**config.mk**
```make
export PLATFORM = sky130hd
export DESIGN_NAME = mips_reg_file
export DESIGN_NICKNAME = d
export VERILOG_FILES = /design/src/rtl/mips_reg_file.sv
export SDC_FILE = /design/constraint.sdc
export NUM_CORES = 2
export LEC_CHECK = 0
export CAP_MARGIN = 20
export CORE_ASPECT_RATIO = 0.5
export CORE_MARGIN = 1
export CORE_UTILIZATION = 40
export DETAILED_ROUTE_END_ITERATION = 10
export PLACE_DENSITY_LB_ADDON = 0.15
export SLEW_MARGIN = 40
export SYNTH_ARGS = -nofsm -noshare
export SYNTH_HDL_FRONTEND = slang
export SYNTH_SLANG_ARGS = --single-unit
```
**constraint.sdc**
```tcl
create_clock -name clk -period 5.53 [get_ports clk]
set_input_delay 0.8295 -clock clk [delete_from_list [all_inputs] [get_ports clk]]
set_output_delay 0.8295 -clock clk [all_outputs]
set_load 0.01 [all_outputs]
```
**src/rtl/mips_reg_file.sv**
```systemverilog
// mips_reg_file: MIPS register file with write-first bypass and overflow write suppression/trap
module mips_reg_file #(
  parameter int WSIZE = 32,
  parameter int AW    = 5,
  parameter int CW    = 8
) (
  input  logic             clk,
  input  logic             rst_n,
  input  logic [AW-1:0]    rs_addr,
  input  logic [AW-1:0]    rt_addr,
  output logic [WSIZE-1:0] rs_data,
  output logic [WSIZE-1:0] rt_data,
  input  logic             we,
  input  logic [AW-1:0]    wd_addr,
  input  logic [WSIZE-1:0] wd_data,
  input  logic             wd_ovf,
  input  logic             ovf_clr,
  output logic             ovf_trap,
  output logic [AW-1:0]    ovf_addr,
  output logic [CW-1:0]    ovf_count
);
  logic [WSIZE-1:0] regs [2**AW];
  logic commit, sup;
  assign commit = we & ~wd_ovf & (wd_addr != '0);
  assign sup    = we & wd_ovf;
  // register 0 is never written, so it reads zero from reset onward
  always_ff @(posedge clk or negedge rst_n) begin
    if (!rst_n) begin
      for (int i = 0; i < 2**AW; i++) regs[i] <= '0;
    end else if (commit) begin
      regs[wd_addr] <= wd_data;
    end
  end
  // write-first bypass; commit already excludes address 0
  always_comb begin
    rs_data = (commit && rs_addr == wd_addr) ? wd_data : regs[rs_addr];
    rt_data = (commit && rt_addr == wd_addr) ? wd_data : regs[rt_addr];
  end
  // trap pulse and destination capture for the exception logic
  always_ff @(posedge clk or negedge rst_n) begin
    if (!rst_n) begin
      ovf_trap <= 1'b0;
      ovf_addr <= '0;
    end else begin
      ovf_trap <= sup;
      if (sup) ovf_addr <= wd_addr;
    end
  end
  // saturating overflow counter; a clear coinciding with a suppression counts that one
  always_ff @(posedge clk or negedge rst_n) begin
    if (!rst_n) ovf_count <= '0;
    else if (ovf_clr) ovf_count <= {{(CW-1){1'b0}}, sup};
    else if (sup && ovf_count != '1) ovf_count <= ovf_count + CW'(1);
  end
endmodule

```
## Word-level counts from Yosys, hierarchy flattened

Cells that the tools add are included.
Widths: inputs -> output; s select.

- Flip-flop bits (word level): 1038
- ROM bits: 0
- Output and inout bits: 78
- Memory bits (writable): 0
- Word-level logic and storage cells: 69
- Bits of input ports: 52
- Memories: 0
- Latch bits: 0

- Bitwise logic cells: 7
- Div/mod/pow operators: 0
- Shift operators: 0
- Magnitude comparators: 4
- Multiply operators: 0
- Equality and inequality tests: 3
- Multiplexer cells: 13
- $add $sub $neg: 1
- Reduce and logical (&&, ||, !) cells: 6

Operator list:

| cell | count |
|---|---|
| $bwmux 1024 | 1 |
| $bmux 32 s5 | 2 |
| $mux 32 | 7 |
| $demux 32 s5 | 1 |
| $ge 6x6->1 const B | 3 |
| $not 5->6 | 3 |
| $mux 8 | 2 |
| $eq 5x5->1 | 2 |
| $add 8x1->8 const B | 1 |
| $ne 8x8->1 const B | 1 |
| $lt 6x1->1 const B | 1 |
| $reduce_bool 5->1 | 1 |
| $logic_and 1x1->1 | 4 |
| $and 1x1->1 | 3 |
| $reduce_bool 2->1 | 1 |
| $not 1->1 | 1 |

## Logic depth before layout (Yosys ltp)

- Depth after elaboration: 6
- Gate-level depth with buffers: 9
- Mapped depth without buffers: 6

## Least setup slack after synthesis

No wires, ideal clock.

- Path type: input to output
- From: in rs_addr[0]
- To: out rs_data[30]
- Required time: 4701 ps
- Data arrival time: 2368 ps
- Path buffers: 4
- Stages: 9
- Setup slack: 2332 ps
- Cell sequence: buf_6 buf_12 buf_12 buf_8 mux4_2 mux2i_1 nor2_1 nor4_2 nor3_1

- Word-level cells in the longest chain between the ends: 5
- Elaborated cells between the ends (all ways): 7
- Those cells by class: 1 x eq/ne; 4 x mux; 1 x bitwise; 1 x reduce/logical

RTL lines:

| element | line | source |
|---|---|---|
| start, declared | 9 | `input logic [AW-1:0] rs_addr,` |
| $not 5->6 (implied by the code) | 36 | `rs_data = (commit && rs_addr == wd_addr) ? wd_data : regs[rs_addr];` |
| $bmux 32 s5 | 36 |  |
| $mux 32 (implied by the code) (2 in a row) | 36 |  |
| $mux 32 * | 36 |  |
| end, declared | 11 | `output logic [WSIZE-1:0] rs_data,` |

Mark *: on every way between the ends. The rest lies on a longest branch, timed or not. The select of a mux whose other input is x is not followed.

## Worst setup path after layout

- From: in wd_ovf
- To: out rt_data[5]

- Word-level cells in the longest chain between the ends: 5

RTL lines:

| element | line | source |
|---|---|---|
| start, declared | 16 | `input logic wd_ovf,` |
| $not 1->1 | 24 | `assign commit = we & ~wd_ovf & (wd_addr != '0);` |
| $and 1x1->1 (2 in a row) | 24 |  |
| $logic_and 1x1->1 | 37 | `rt_data = (commit && rt_addr == wd_addr) ? wd_data : regs[rt_addr];` |
| $mux 32 | 37 |  |
| end, declared | 12 | `output logic [WSIZE-1:0] rt_data,` |

No other way between the ends.

==> results.py <==
metrics = {
    "worst_hold_path": {
        "min_path_type": "in -> async",
    },
    "yosys": {
        "syn_avg_cell_area_sq_um": 15.4,
        "synthCells": 3552,
        "ys_seq_area_frac": 0.475,
        "ys_seq_elements": 1038,
        "ys.flop_type": "dfrtp_1",
        "ys_async_sr_fraction": 1.00,
        "syn-num-nets": 3605,
        "synth_edf_count": 0,
        "yosysWarningCount": 0,
        "synth_area_sq_mm": 0.0546,
        "synth_cell_types": 51,
    },
    "flow_run": {
        "maxCapViolations": 0,
    },
    "sta": {
        "fmax_mhz": 189,
        "timing.hold.ws_ns": 0.0316,
        "fin_crit_ns": 5.29,
        "rsz0062_at_grt": "false",
        "slew_headroom": 0.448,
        "setup_viol": 0,
        "worst_pin_slew_ns": 0.822,
        "final-hold-violation-count": 0,
        "setup_tns_ns": 0,
        "skew_ns": 0.00268,
        "slew_viol_final": 0,
        "finalCritPeriodShare": 0.957,
    },
    "pwr": {
        "p_int_mw": 14.9,
        "pwr_density_cell_mw_per_mm2": 327,
        "p_sw_frac": 0.266,
        "seqPwrFrac": 0.456,
        "total_leakage_power_nw": 27.2,
        "vdd_ir_drop_max_mv": 0.256,
        "power.share.combinational": 0.170,
        "clkPwrFrac": 0.373,
        "power.switching_mw": 5.40,
    },
    "grt": {
        "globalRouteOverflowTotal": 0,
        "grt_pass1_wl_um": 268000,
        "grt_max_degree": 135,
        "grt_pass1_vias": 36056,
        "grtUsageTotal": 0.270,
        "antenna_found_initial": 10,
    },
    "die": {
        "fp.coreArea_sq_mm": 0.135,
        "die_w_um": 525,
        "rows": 95,
        "fp.dieH_um": 263,
        "pin_count": 130,
        "start_util": 0.405,
        "die_area_sq_mm": 0.138,
    },
    "place": {
        "dp_cells": 5254,
        "io_buffers": 129,
        "gp_congestion": 0.826,
        "hpwl_um": 113000,
    },
    "cts": {
        "cts.clk_slew.worst_paths_ns": 0.07,
        "post-cts-setup-buffers": 0,
        "cts_tree": "built",
        "root_buffer": "clkbuf_16",
        "insertion_delay_ns": 0.74,
        "clock_path_buffers": 3,
        "cts_resized": 0,
        "cts-buffers-inserted": 99,
        "htree_levels": 3,
        "clkSinkCount": 1038,
        "hold_buffers": 0,
    },
    "drt": {
        "wl_per_cell_um": 34.1,
        "wl_um": 185000,
        "drtPass1Iterations": 5,
        "vias_per_cell": 6.45,
        "post-route-drc-count": 0,
        "drt_iter0_drc": 3252,
        "drtAntennaViolNets": 0,
        "vias": 35088,
    },
    "final_layout": {
        "fin_nets": 3617,
        "multi_input_area_sq_mm": 0.0267,
        "drive_gt1_frac": 0.509,
        "fin_cells": 5439,
        "final.fill_count": 11692,
        "area_delta_synth_final_pct": 13.6,
        "seq_area_sq_mm": 0.0260,
    },
    "setup_path": {
        "worstPathCellList": "clkdlybuf4s50_1 -> and2b_1 -> o21ai_1 -> nor4_2 -> buf_12 -> nand4b_1 -> nor3b_1 -> buf_4 -> clkdlybuf4s50_1",
        "cp_slowest_stage_delay_ns": 0.67,
        "critPathLaunchType": "input port",
        "arrival_ns": 4.46,
        "cpMaxStageDelayCell": "nor3b_1",
        "critical_path.max_fanout": 63,
        "crit_path_frequent_cell": "clkdlybuf4s50_1",
        "path_class": "in -> out",
        "rrSetupSlack_ns": 3.77,
        "end_kind": "output port",
        "critPathRequiredTime_ns": 4.70,
        "cp_num_buf_inv": 4,
        "critical_path.top_delay_family": "simple AND/OR/NAND/NOR gates",
    },
    "run_status": {
        "status": "completed",
    },
}
## cells by family after synthesis
| family | after synthesis | synth area share |
|---|---|---|
| adder cells (fa/ha/maj) | 1 | 0.000229 |
| XOR/XNOR | 16 | 0.00256 |
| buffers and inverters | 416 | 0.0430 |
| flip-flops | 1038 | 0.475 |
| AO/OA/AOI/OAI | 321 | 0.0356 |
| AND/OR/NAND/NOR | 244 | 0.0247 |
| multiplexers | 1516 | 0.418 |
## power groups by stage
stage | sequential [mW] | combinational (mW) | clock [mW]
finish | 9.26 | 3.46 | 7.57
global route | 9.38 | 3.67 | 8.02
CTS | 9.23 | 3.48 | 7.69
detailed placement | 9.37 | 3.47 | 0
global placement | 9.29 | 3.42 | 0
floorplan | 9.14 | 2.43 | 0
## cells in the final DEF, fill, tap and decap left out, types with 53 or more instances in the layout
cell type / instances
dfrtp_1: 1038
mux2_2: 944
mux4_2: 485
o22ai_1: 248
buf_4: 127
clkdlybuf4s50_1: 117
clkbuf_16: 102
nand2_1: 71
or4_1: 63
o21ai_1: 63
buf_12: 60
mux2_1: 53
## registers in the layout (all words and copies together), names as in the netlist
name and count:
regs 1024, ovf_count 8, ovf_addr 5, ovf_trap 1
## layer usage
metal,up-vias,part of all wire,global-route usage
met5,-,0.000070,0
met4,2,0.026,0.0704
met3,271,0.070,0.0489
met2,1369,0.44,0.397
met1,19550,0.46,0.410
li1,13896,-,-
## metrics by stage
| step | utilization | area, sq um | total power [mW] | worst slack [ns] |
|---|---|---|---|---|
| floorplan | - | 54600 | 11.6 | 2.33 |
| global placement | 0.432 | 58300 | 12.7 | 0.366 |
| detailed placement | 0.433 | 58400 | 12.8 | 0.327 |
| CTS | 0.459 | 62000 | 20.4 | 0.312 |
| global route | 0.460 | 62100 | 21.1 | 0.206 |
| finish | 0.460 | 62100 | 20.3 | 0.240 |
## final timing paths
path                            cells after the start            to    startpoint
worst max register to register                      5  ovf_count[3]  ovf_count[3]
min in group clk                                    0     regs[998]     regs[998]
max in group asynchronous                           3     regs[708]         rst_n
worst min register to register                      0     regs[998]     regs[998]
worst max-delay path                                9    rt_data[5]        wd_ovf
worst min-delay path                                1     regs[726]         rst_n
## worst reg2reg max path, delay by kind of cell, from the launching register on
family	cells	cell delay (ns)
AND/OR/NAND/NOR	3	0.52
AO/OA/AOI/OAI	1	0.51
flip-flops	1	0.44
XOR/XNOR	1	0.17
## cells in the mapped netlist (all sizes together), types with 2 or more instances
cell    count  area, sq um
nor3        8         40.0
xor2        9         78.8
o21ai      63          315
nand2b      5         31.3
clkbuf    186          718
xnor2       7         61.3
nand4       3         18.8
nand3      13         65.1
or3         2         12.5
or3b        2         17.5
mux2i      11          110
mux2      997        11200
and3        3         18.8
a31oi       2         12.5
nand3b      6         45.0
mux4      508        11500
or4        63          473
nor4        6         56.3
nor2       26         97.6
and2b       3         22.5
nor2b       8         50.1
nor3b       3         32.5
o2111a      2         22.5
buf       229         1630
o22ai     248         1550
dfrtp    1038        26000
nand2      88          330
## final cells by class
cell class	instances	area share
multi-input combinational	2098	0.430
sequential	1038	0.419
timing repair buffer	326	0.0588
clock buffer	137	0.0463
tap	1794	0.0362
clock inverter	43	0.0104
antenna	2	0.0000806
inverter	1	0.0000605
Note: power is estimated with default switching activity, not from simulation.
